[src/rtl/vm_pkg.sv]
// Shared types and constants for the vending-machine change dispenser.
// State enum, coin-select encoding and denomination values (nickel units).
package vm_pkg;

   // Denomination values in nickel units (1 unit = 5 cents).
   localparam int unsigned VAL_Q = 5;
   localparam int unsigned VAL_D = 2;
   localparam int unsigned VAL_N = 1;

   typedef enum logic [2:0] {
      IDLE,
      SELECT,
      PULSE,
      GAP,
      DONE,
      FAULT
   } state_e;

   typedef enum logic [1:0] {
      COIN_NONE,
      COIN_Q,
      COIN_D,
      COIN_N
   } coin_e;

   function automatic int unsigned coin_value(coin_e c);
      int unsigned v;
      v = 0;
      case (c)
         COIN_Q:  v = VAL_Q;
         COIN_D:  v = VAL_D;
         COIN_N:  v = VAL_N;
         default: v = 0;
      endcase
      return v;
   endfunction

endpackage

[src/rtl/vm_coin_select.sv]
// Greedy coin picker: largest denomination that fits rem and is not empty.
// Ports: rem, empty_q/d/n in; coin (select), value (nickel units) out.
module vm_coin_select
   import vm_pkg::*;
#(
   parameter int AMT_W = 8
) (
   input  logic [AMT_W-1:0] rem,
   input  logic             empty_q,
   input  logic             empty_d,
   input  logic             empty_n,
   output coin_e            coin,
   output logic [AMT_W-1:0] value
);

   logic ok_q;
   logic ok_d;
   logic ok_n;
   logic use_q;
   logic use_d;
   logic use_n;

   assign ok_q = !empty_q && (rem >= AMT_W'(VAL_Q));
   assign ok_d = !empty_d && (rem >= AMT_W'(VAL_D));
   assign ok_n = !empty_n && (rem >= AMT_W'(VAL_N));

   // Priority folded into mutually exclusive terms so the decode is one-hot.
   assign use_q = ok_q;
   assign use_d = !ok_q && ok_d;
   assign use_n = !ok_q && !ok_d && ok_n;

   always_comb begin
      coin = COIN_NONE;
      unique case (1'b1)
         use_q:   coin = COIN_Q;
         use_d:   coin = COIN_D;
         use_n:   coin = COIN_N;
         default: coin = COIN_NONE;
      endcase
   end

   assign value = AMT_W'(coin_value(coin));

endmodule

[src/rtl/vm_change_dispenser.sv]
// Change-return back end: pays an amount one coin at a time via hoppers.
// Ports: clk, rst_n; req_valid/req_amount/req_ready handshake; empty_q/d/n
// hopper flags; coin_q/d/n solenoids; done, fault, shortfall, coin_count.
module vm_change_dispenser
   import vm_pkg::*;
#(
   parameter int PULSE_CYCLES = 4,
   parameter int GAP_CYCLES   = 4,
   parameter int AMT_W        = 8
) (
   input  logic             clk,
   input  logic             rst_n,
   input  logic             req_valid,
   input  logic [AMT_W-1:0] req_amount,
   output logic             req_ready,
   input  logic             empty_q,
   input  logic             empty_d,
   input  logic             empty_n,
   output logic             coin_q,
   output logic             coin_d,
   output logic             coin_n,
   output logic             done,
   output logic             fault,
   output logic [AMT_W-1:0] shortfall,
   output logic [7:0]       coin_count
);

   // One down-counter serves both the pulse and the gap phase.
   localparam int CMAX  = (PULSE_CYCLES > GAP_CYCLES) ?
                          PULSE_CYCLES : GAP_CYCLES;
   localparam int CNT_W = (CMAX > 1) ? $clog2(CMAX) : 1;

   localparam logic [CNT_W-1:0] PULSE_LD = CNT_W'(PULSE_CYCLES - 1);
   localparam logic [CNT_W-1:0] GAP_LD   = CNT_W'(GAP_CYCLES - 1);

   state_e           state;
   logic [AMT_W-1:0] rem;
   logic [CNT_W-1:0] cnt;
   coin_e            sel_coin;
   logic [AMT_W-1:0] sel_value;

   vm_coin_select #(
      .AMT_W(AMT_W)
   ) u_sel (
      .rem    (rem),
      .empty_q(empty_q),
      .empty_d(empty_d),
      .empty_n(empty_n),
      .coin   (sel_coin),
      .value  (sel_value)
   );

   always_ff @(posedge clk or negedge rst_n) begin
      if (!rst_n) begin
         state      <= IDLE;
         rem        <= '0;
         cnt        <= '0;
         req_ready  <= 1'b1;
         coin_q     <= 1'b0;
         coin_d     <= 1'b0;
         coin_n     <= 1'b0;
         done       <= 1'b0;
         fault      <= 1'b0;
         shortfall  <= '0;
         coin_count <= '0;
      end else begin
         // Result fields are one-cycle strobes.
         done      <= 1'b0;
         fault     <= 1'b0;
         shortfall <= '0;
         unique case (state)
            IDLE: begin
               if (req_valid) begin
                  rem        <= req_amount;
                  coin_count <= '0;
                  req_ready  <= 1'b0;
                  state      <= SELECT;
               end
            end
            SELECT: begin
               if (rem == '0) begin
                  done  <= 1'b1;
                  state <= DONE;
               end else if (sel_coin == COIN_NONE) begin
                  done      <= 1'b1;
                  fault     <= 1'b1;
                  shortfall <= rem;
                  state     <= FAULT;
               end else begin
                  rem    <= rem - sel_value;
                  coin_q <= (sel_coin == COIN_Q);
                  coin_d <= (sel_coin == COIN_D);
                  coin_n <= (sel_coin == COIN_N);
                  cnt    <= PULSE_LD;
                  state  <= PULSE;
                  if (coin_count != 8'hFF) begin
                     coin_count <= coin_count + 8'd1;
                  end
               end
            end
            PULSE: begin
               if (cnt == '0) begin
                  coin_q <= 1'b0;
                  coin_d <= 1'b0;
                  coin_n <= 1'b0;
                  cnt    <= GAP_LD;
                  state  <= GAP;
               end else begin
                  cnt <= cnt - 1'b1;
               end
            end
            GAP: begin
               if (cnt == '0) begin
                  state <= SELECT;
               end else begin
                  cnt <= cnt - 1'b1;
               end
            end
            DONE, FAULT: begin
               req_ready <= 1'b1;
               state     <= IDLE;
            end
            default: begin
               coin_q    <= 1'b0;
               coin_d    <= 1'b0;
               coin_n    <= 1'b0;
               req_ready <= 1'b1;
               state     <= IDLE;
            end
         endcase
      end
   end

endmodule

[config.mk]
export PLATFORM = sky130hd
export DESIGN_NAME = vm_change_dispenser
export DESIGN_NICKNAME = d
export VERILOG_FILES = /design/src/rtl/vm_pkg.sv /design/src/rtl/vm_coin_select.sv /design/src/rtl/vm_change_dispenser.sv
export SDC_FILE = /design/constraint.sdc
export NUM_CORES = 1
export LEC_CHECK = 0
export CAP_MARGIN = 20
export CORE_MARGIN = 5
export CORE_UTILIZATION = 35
export DETAILED_ROUTE_END_ITERATION = 10
export PLACE_DENSITY_LB_ADDON = 0.12
export SETUP_SLACK_MARGIN = 0.05
export SKIP_LAST_GASP = 1
export SYNTH_ARGS = -nofsm -noshare
export SYNTH_HDL_FRONTEND = slang
export SYNTH_SLANG_ARGS = --single-unit
[constraint.sdc]
create_clock -name clk -period 5.55 [get_ports clk]
set_input_delay 1.3875 -clock clk [delete_from_list [all_inputs] [get_ports clk]]
set_output_delay 1.3875 -clock clk [all_outputs]
set_load 0.01 [all_outputs]
== Word-level counts from Yosys, hierarchy flattened ==
Cells that the tools add are included.

* Order comparisons: 3
* Reduce and logical (&&, ||, !) cells: 25
* Multiplexer cells: 42
* Eq/ne operators: 16
* Add/sub/neg operators: 3
* Bitwise operators: 2

{| class="wikitable"
|+ Operators by type and width
! cell !! number
|-
| $mux W8 || 10
|-
| $pmux W8 S2 || 2
|-
| $mux W3 || 5
|-
| $ne A2 B2 Y1 const B || 7
|-
| $mux W1 || 13
|-
| $pmux W2 S3 || 2
|-
| $pmux W3 S4 || 1
|-
| $reduce_and A4 Y1 || 3
|-
| $pmux W1 S3 || 3
|-
| $pmux W3 S3 || 1
|-
| $add A8 B1 Y8 const B || 1
|-
| $ge A8 B1 Y1 const B || 1
|-
| $ge A8 B2 Y1 const B || 1
|-
| $ge A8 B3 Y1 const B || 1
|-
| $logic_not A8 Y1 || 1
|-
| $mux W2 || 4
|-
| $ne A8 B8 Y1 const B || 1
|-
| $sub A8 B8 Y8 || 1
|-
| $eq A3 B2 Y1 const B || 2
|-
| $eq A3 B3 Y1 const B || 2
|-
| $logic_and A1 B1 Y1 || 6
|-
| $logic_not A1 Y1 || 5
|-
| $reduce_and A5 Y1 || 1
|-
| $eq A2 B2 Y1 const B || 2
|-
| other kinds (13) || 15
|}

* Word-level logic and storage cells: 102
* Output and inout port bits: 22
* Bits of input ports: 14
* Bits in registers: 35

== Logic depth before layout (Yosys ltp) ==
* Depth after elaboration: 12
* Mapped depth: 13
* Gate-level depth less buffers: 12

== Modules after synthesis ==
From an unflattened synthesis, not the netlist that was laid out.

* Cell total of the unflattened synthesis: 226
* Area total of the unflattened synthesis: 2048.2 um^2

{| class="wikitable"
|+ Modules (own cells, without submodules)
! module !! times used !! area an instance (um^2) !! sequential area each (um^2) !! cells an instance
|-
| vm_change_dispenser || 1 || 1909.3 || 877.1 || 205
|-
| vm_coin_select || 1 || 138.9 || 0.0 || 21
|}

== Worst setup path before layout ==
OpenSTA, ideal clock, no wires.

* Kind: input to register
* Start: input port empty_d
* End: register rem[6]
* Arrival: 3341 ps
* Stages: 12
* Data required time: 5412 ps
* Setup slack: 2071 ps
* Setup time: 138 ps
* Path buffers: 0
* Cells stage by stage: nor3b_1 -> o311ai_4 -> nand2_1 -> nand2_1 -> nand2_1 -> ha_1 -> inv_1 -> fa_1 -> a211oi_1 -> a211oi_1 -> a21oi_1 -> o221ai_1

* Longest elaborated chain between the ends: 12
* Elaborated cells on any way between the ends: 18
* Those cells by class: 1 x add/sub; 4 x eq/ne; 5 x mux; 8 x reduce/logical

{| class="wikitable"
|+ Ends and longest elaborated chain
! item !! line !! source
|-
| from (decl) || vm_change_dispenser.sv:17 || <nowiki>input logic empty_d,</nowiki>
|-
| $logic_not A1 Y1 (*) || vm_coin_select.sv:24 || <nowiki>assign ok_d = !empty_d && (rem >= AMT_W'(VAL_D));</nowiki>
|-
| $logic_and A1 B1 Y1 (*) || vm_coin_select.sv:24 ||
|-
| $logic_not A1 Y1 || vm_coin_select.sv:30 || <nowiki>assign use_n = !ok_q && !ok_d && ok_n;</nowiki>
|-
| $logic_and A1 B1 Y1 (2 in a row) || vm_coin_select.sv:30 ||
|-
| $pmux W2 S3 (*) || vm_coin_select.sv:34 || <nowiki>unique case (1'b1)</nowiki>
|-
| $eq A2 B2 Y1 / $eq A2 B1 Y1 (equally long branches) || vm_pkg.sv:29 || <nowiki>case (c)</nowiki>
|-
| $pmux W3 S3 || vm_pkg.sv:29 ||
|-
| $sub A8 B8 Y8 || vm_change_dispenser.sv:90 || <nowiki>rem <= rem - sel_value;</nowiki>
|-
| $mux W8 || vm_change_dispenser.sv:84 || <nowiki>end else if (sel_coin == COIN_NONE) begin</nowiki>
|-
| $mux W8 || vm_change_dispenser.sv:81 || <nowiki>if (rem == '0) begin</nowiki>
|-
| $pmux W8 S2 || vm_change_dispenser.sv:71 || <nowiki>unique case (state)</nowiki>
|-
| to (signal assigned) || vm_change_dispenser.sv:74 || <nowiki>rem <= req_amount;</nowiki>
|-
| to (signal assigned) || vm_change_dispenser.sv:90 ||
|-
| to (decl) || vm_change_dispenser.sv:37 || <nowiki>logic [AMT_W-1:0] rem;</nowiki>
|}

Every way passes the cells marked *; elsewhere a longest branch is shown, timed or not. The select of a mux whose other input is x is not followed.
A chain may end at the register's enable or synchronous reset.

== Worst setup path after layout ==
Same ends and word-level chain as after synthesis.

==> run metrics <==
RSZ-0062 raised after global routing=false; clock buffer depth=2; cts hold-fix bufs=0; post-layout net count=252; DP Area=2370 um^2; Initial DRC Count=92; Cell Area, Synth=1990 um^2; fmax=249 MHz; slew at the pin closest to its max-slew limit=0.664 ns; WS Path Type=in -> reg; final instance area=2490 um^2; largest net degree at the start of global routing=36; count leader, synth=dfrtp_1; count of flip-flops with a built-in enable after synthesis=0; H-tree lvl count=2; Syn Area/Cell=10.0 um^2; setup repair bufs after CTS=0; flop2flop setup slack=2.46 ns; final setup vio count=0; area grow syn2layout=24.9%; hold slack=0.505 ns; CP dominant cell by count=nand2_1; CTS Sinks=35; synth top area cells=dfrtp_1 43%, nand2_1 3.8%, ha_1 3.1%, and2_1 2.5%, nand3_1 2.5%; Routed WL=4.87 mm; Comb power frac=0.413; cts bufs inserted=5; Crit path required time=5.71 ns; antenna viol nets, final=0; port bufs=35; CORE AREA=5510 um^2; clock power share=0.204; period utilization=0.725; placed cells=297; startpoint types=primary input; CTS tree=built; IO Count=36; Pwr Density=459 nW/um^2; worst vdd ir=0.235 mV; RePlAce Congestion=0.801; via count=1,625; dpl hpwl=3.35 mm; Worst Setup End Kind=register; min Tclk post-route=4.02 ns; final worst slack=1.53 ns; fin util=0.452; Psw=0.448 mW; Min-Delay Startpoint=coin_d$_DFFE_PN0P_; vias in the first global route=1,640; crit-path max cell delay=0.51 ns; GR Util All Layers=0.143; Via density=5.33; crit path cell chain=clkdlybuf4s50_1, nor3b_1, o311ai_4, nand2_1, nand2_1, nand2_1, ha_1, inv_1, fa_1, a211oi_1, a211oi_1, a21oi_1, o221ai_1; WL/cell=16.0 um; status=completed; first-pass GRT wire length=8.36 mm; Setup TNS=0 ns; Pwr Total=1.14 mW; Syn Nets=219; Root Driver=clkbuf_8; Worst Clk Skew=0.00797 ns; Hold/Removal Path Class=reg -> reg; Hold Path Stages=1; Net Sw Frac=0.393; Final Hold Fails=0; grt ovf=0; static leakage=1.02 nW; FF-to-FF Start=rem[5]$_DFFE_PN0P_; DR DRC count=0; sequential power share=0.383; Worst-Skew Late Latency=0.29 ns; Pre-Repair DR Iteration Count=4; Post-synth top flop=dfrtp_1; post-synth top area cell=dfrtp_1; number of diodes=0; Starting Density=0.362; library cells used by synthesis=60; Die Height=85.4 um; # rows=27; post-synth top area share=0.427; post-synthesis sequential area ratio=0.440; Worst EP arrival=4.18 ns; Reg2Reg Depth=10; Syn. warnings=0; max-slew violations=0; Mapped Cells=199; die area=7300 um^2; layout cells sized above 1=0.120; slowest CP cell=clkdlybuf4s50_1; Post-synth ARST share=1.00; initial antenna violation count=0; #FFs+latches synth=35; Max-Cap Viols=0; CP max FO=4; Endpoint, Worst Hold=coin_d$_DFFE_PN0P_; Rel. slew slack=0.558; synth cell count leaders=34 x dfrtp_1, 20 x nand2_1, 10 x nand3_1, 10 x nor2_1, 9 x inv_1; Die W=85.4 um; clock slew at reported path FFs=0.08 ns; P_int=0.692 mW; dpl ws=1.26 ns; PostCTS Resize Cnt=0; fin cells=305; Reg-to-Reg End=rem[3]$_DFFE_PN0P_
registers in the layout, summed over array words and instances, names as in the netlist:
| register | flops |
|---|---|
| shortfall | 8 |
| coin_count | 8 |
| req_ready | 1 |
| coin_d | 1 |
| done | 1 |
| cnt | 2 |
| coin_n | 1 |
| rem | 8 |
| coin_q | 1 |
| fault | 1 |
| state | 3 |
critical path: cells and delay by family:
kind	cells	cell delay, ns
fa+ha+maj	2	0.56
compound gates	5	1.01
simple gates	4	0.66
buf+inv	2	0.57
power by group through the flow:
stage	registers [mW]	clock network (mW)	logic, mW
5_1_grt	0.453	0.249	0.530
3_5_place_dp	0.442	0	0.466
4_1_cts	0.438	0.240	0.472
2_1_floorplan	0.407	0	0.351
3_3_place_gp	0.444	0	0.469
6_report	0.437	0.233	0.471
logic make-up after synthesis:
kind of cell / count (synthesis) / share of synthesized area
and+or+nand+nor: 76 / 0.210
AOI/OAI and AO/OA: 59 / 0.239
DFF: 35 / 0.440
buffers and inverters: 21 / 0.0572
adders and majority gates: 6 / 0.0415
xor gates and xnor gates: 1 / 0.00440
muxes: 1 / 0.00754
layer usage:
metal  vias to the layer above  global-route usage  wire length, um
li1                        806                   -                -
met1                       778               0.210             2550
met2                        35               0.208             2020
met3                         6              0.0369              244
met4                         0              0.0388               53
met5                         -                   0                0
worst max-delay path by stage:
stage          startpoint            endpoint  slack, ns
2_1_floorplan     empty_d  rem[6]$_DFFE_PN0P_       2.07
3_3_place_gp      empty_d  rem[6]$_DFFE_PN0P_       1.34
3_5_place_dp      empty_d  rem[6]$_DFFE_PN0P_       1.26
4_1_cts           empty_d  rem[6]$_DFFE_PN0P_       1.56
5_1_grt           empty_d  rem[6]$_DFFE_PN0P_       1.29
6_report          empty_d  rem[6]$_DFFE_PN0P_       1.53
placed cells by master (no fill, tap or decap), drive strengths merged, types with 3 or more instances in the layout:
cell type / synthesis / routed
a211oi: 5 / 5
buf: 8 / 3
a31oi: 4 / 4
dfrtp: 34 / 34
o211ai: 6 / 6
nand2: 20 / 20
and2: 8 / 8
ha: 5 / 5
o221a: 3 / 3
inv: 9 / 9
nand3: 10 / 10
clkdlybuf4s50: 0 / 35
clkbuf: 4 / 5
o21ai: 9 / 9
nor3: 6 / 6
nor2: 11 / 11
nor2b: 4 / 4
a21oi: 7 / 7
area by class of cell:
cell class / count / area, um^2
repair buffers: 38 / 373
clock inverters: 3 / 43.8
flip-flops and latches: 35 / 877
clock buffers: 5 / 68.8
well taps: 72 / 90.1
multi-input cells: 143 / 1000
fillers: 533 / 3020
inverters: 9 / 33.8
(Power assumes the default switching activity.)
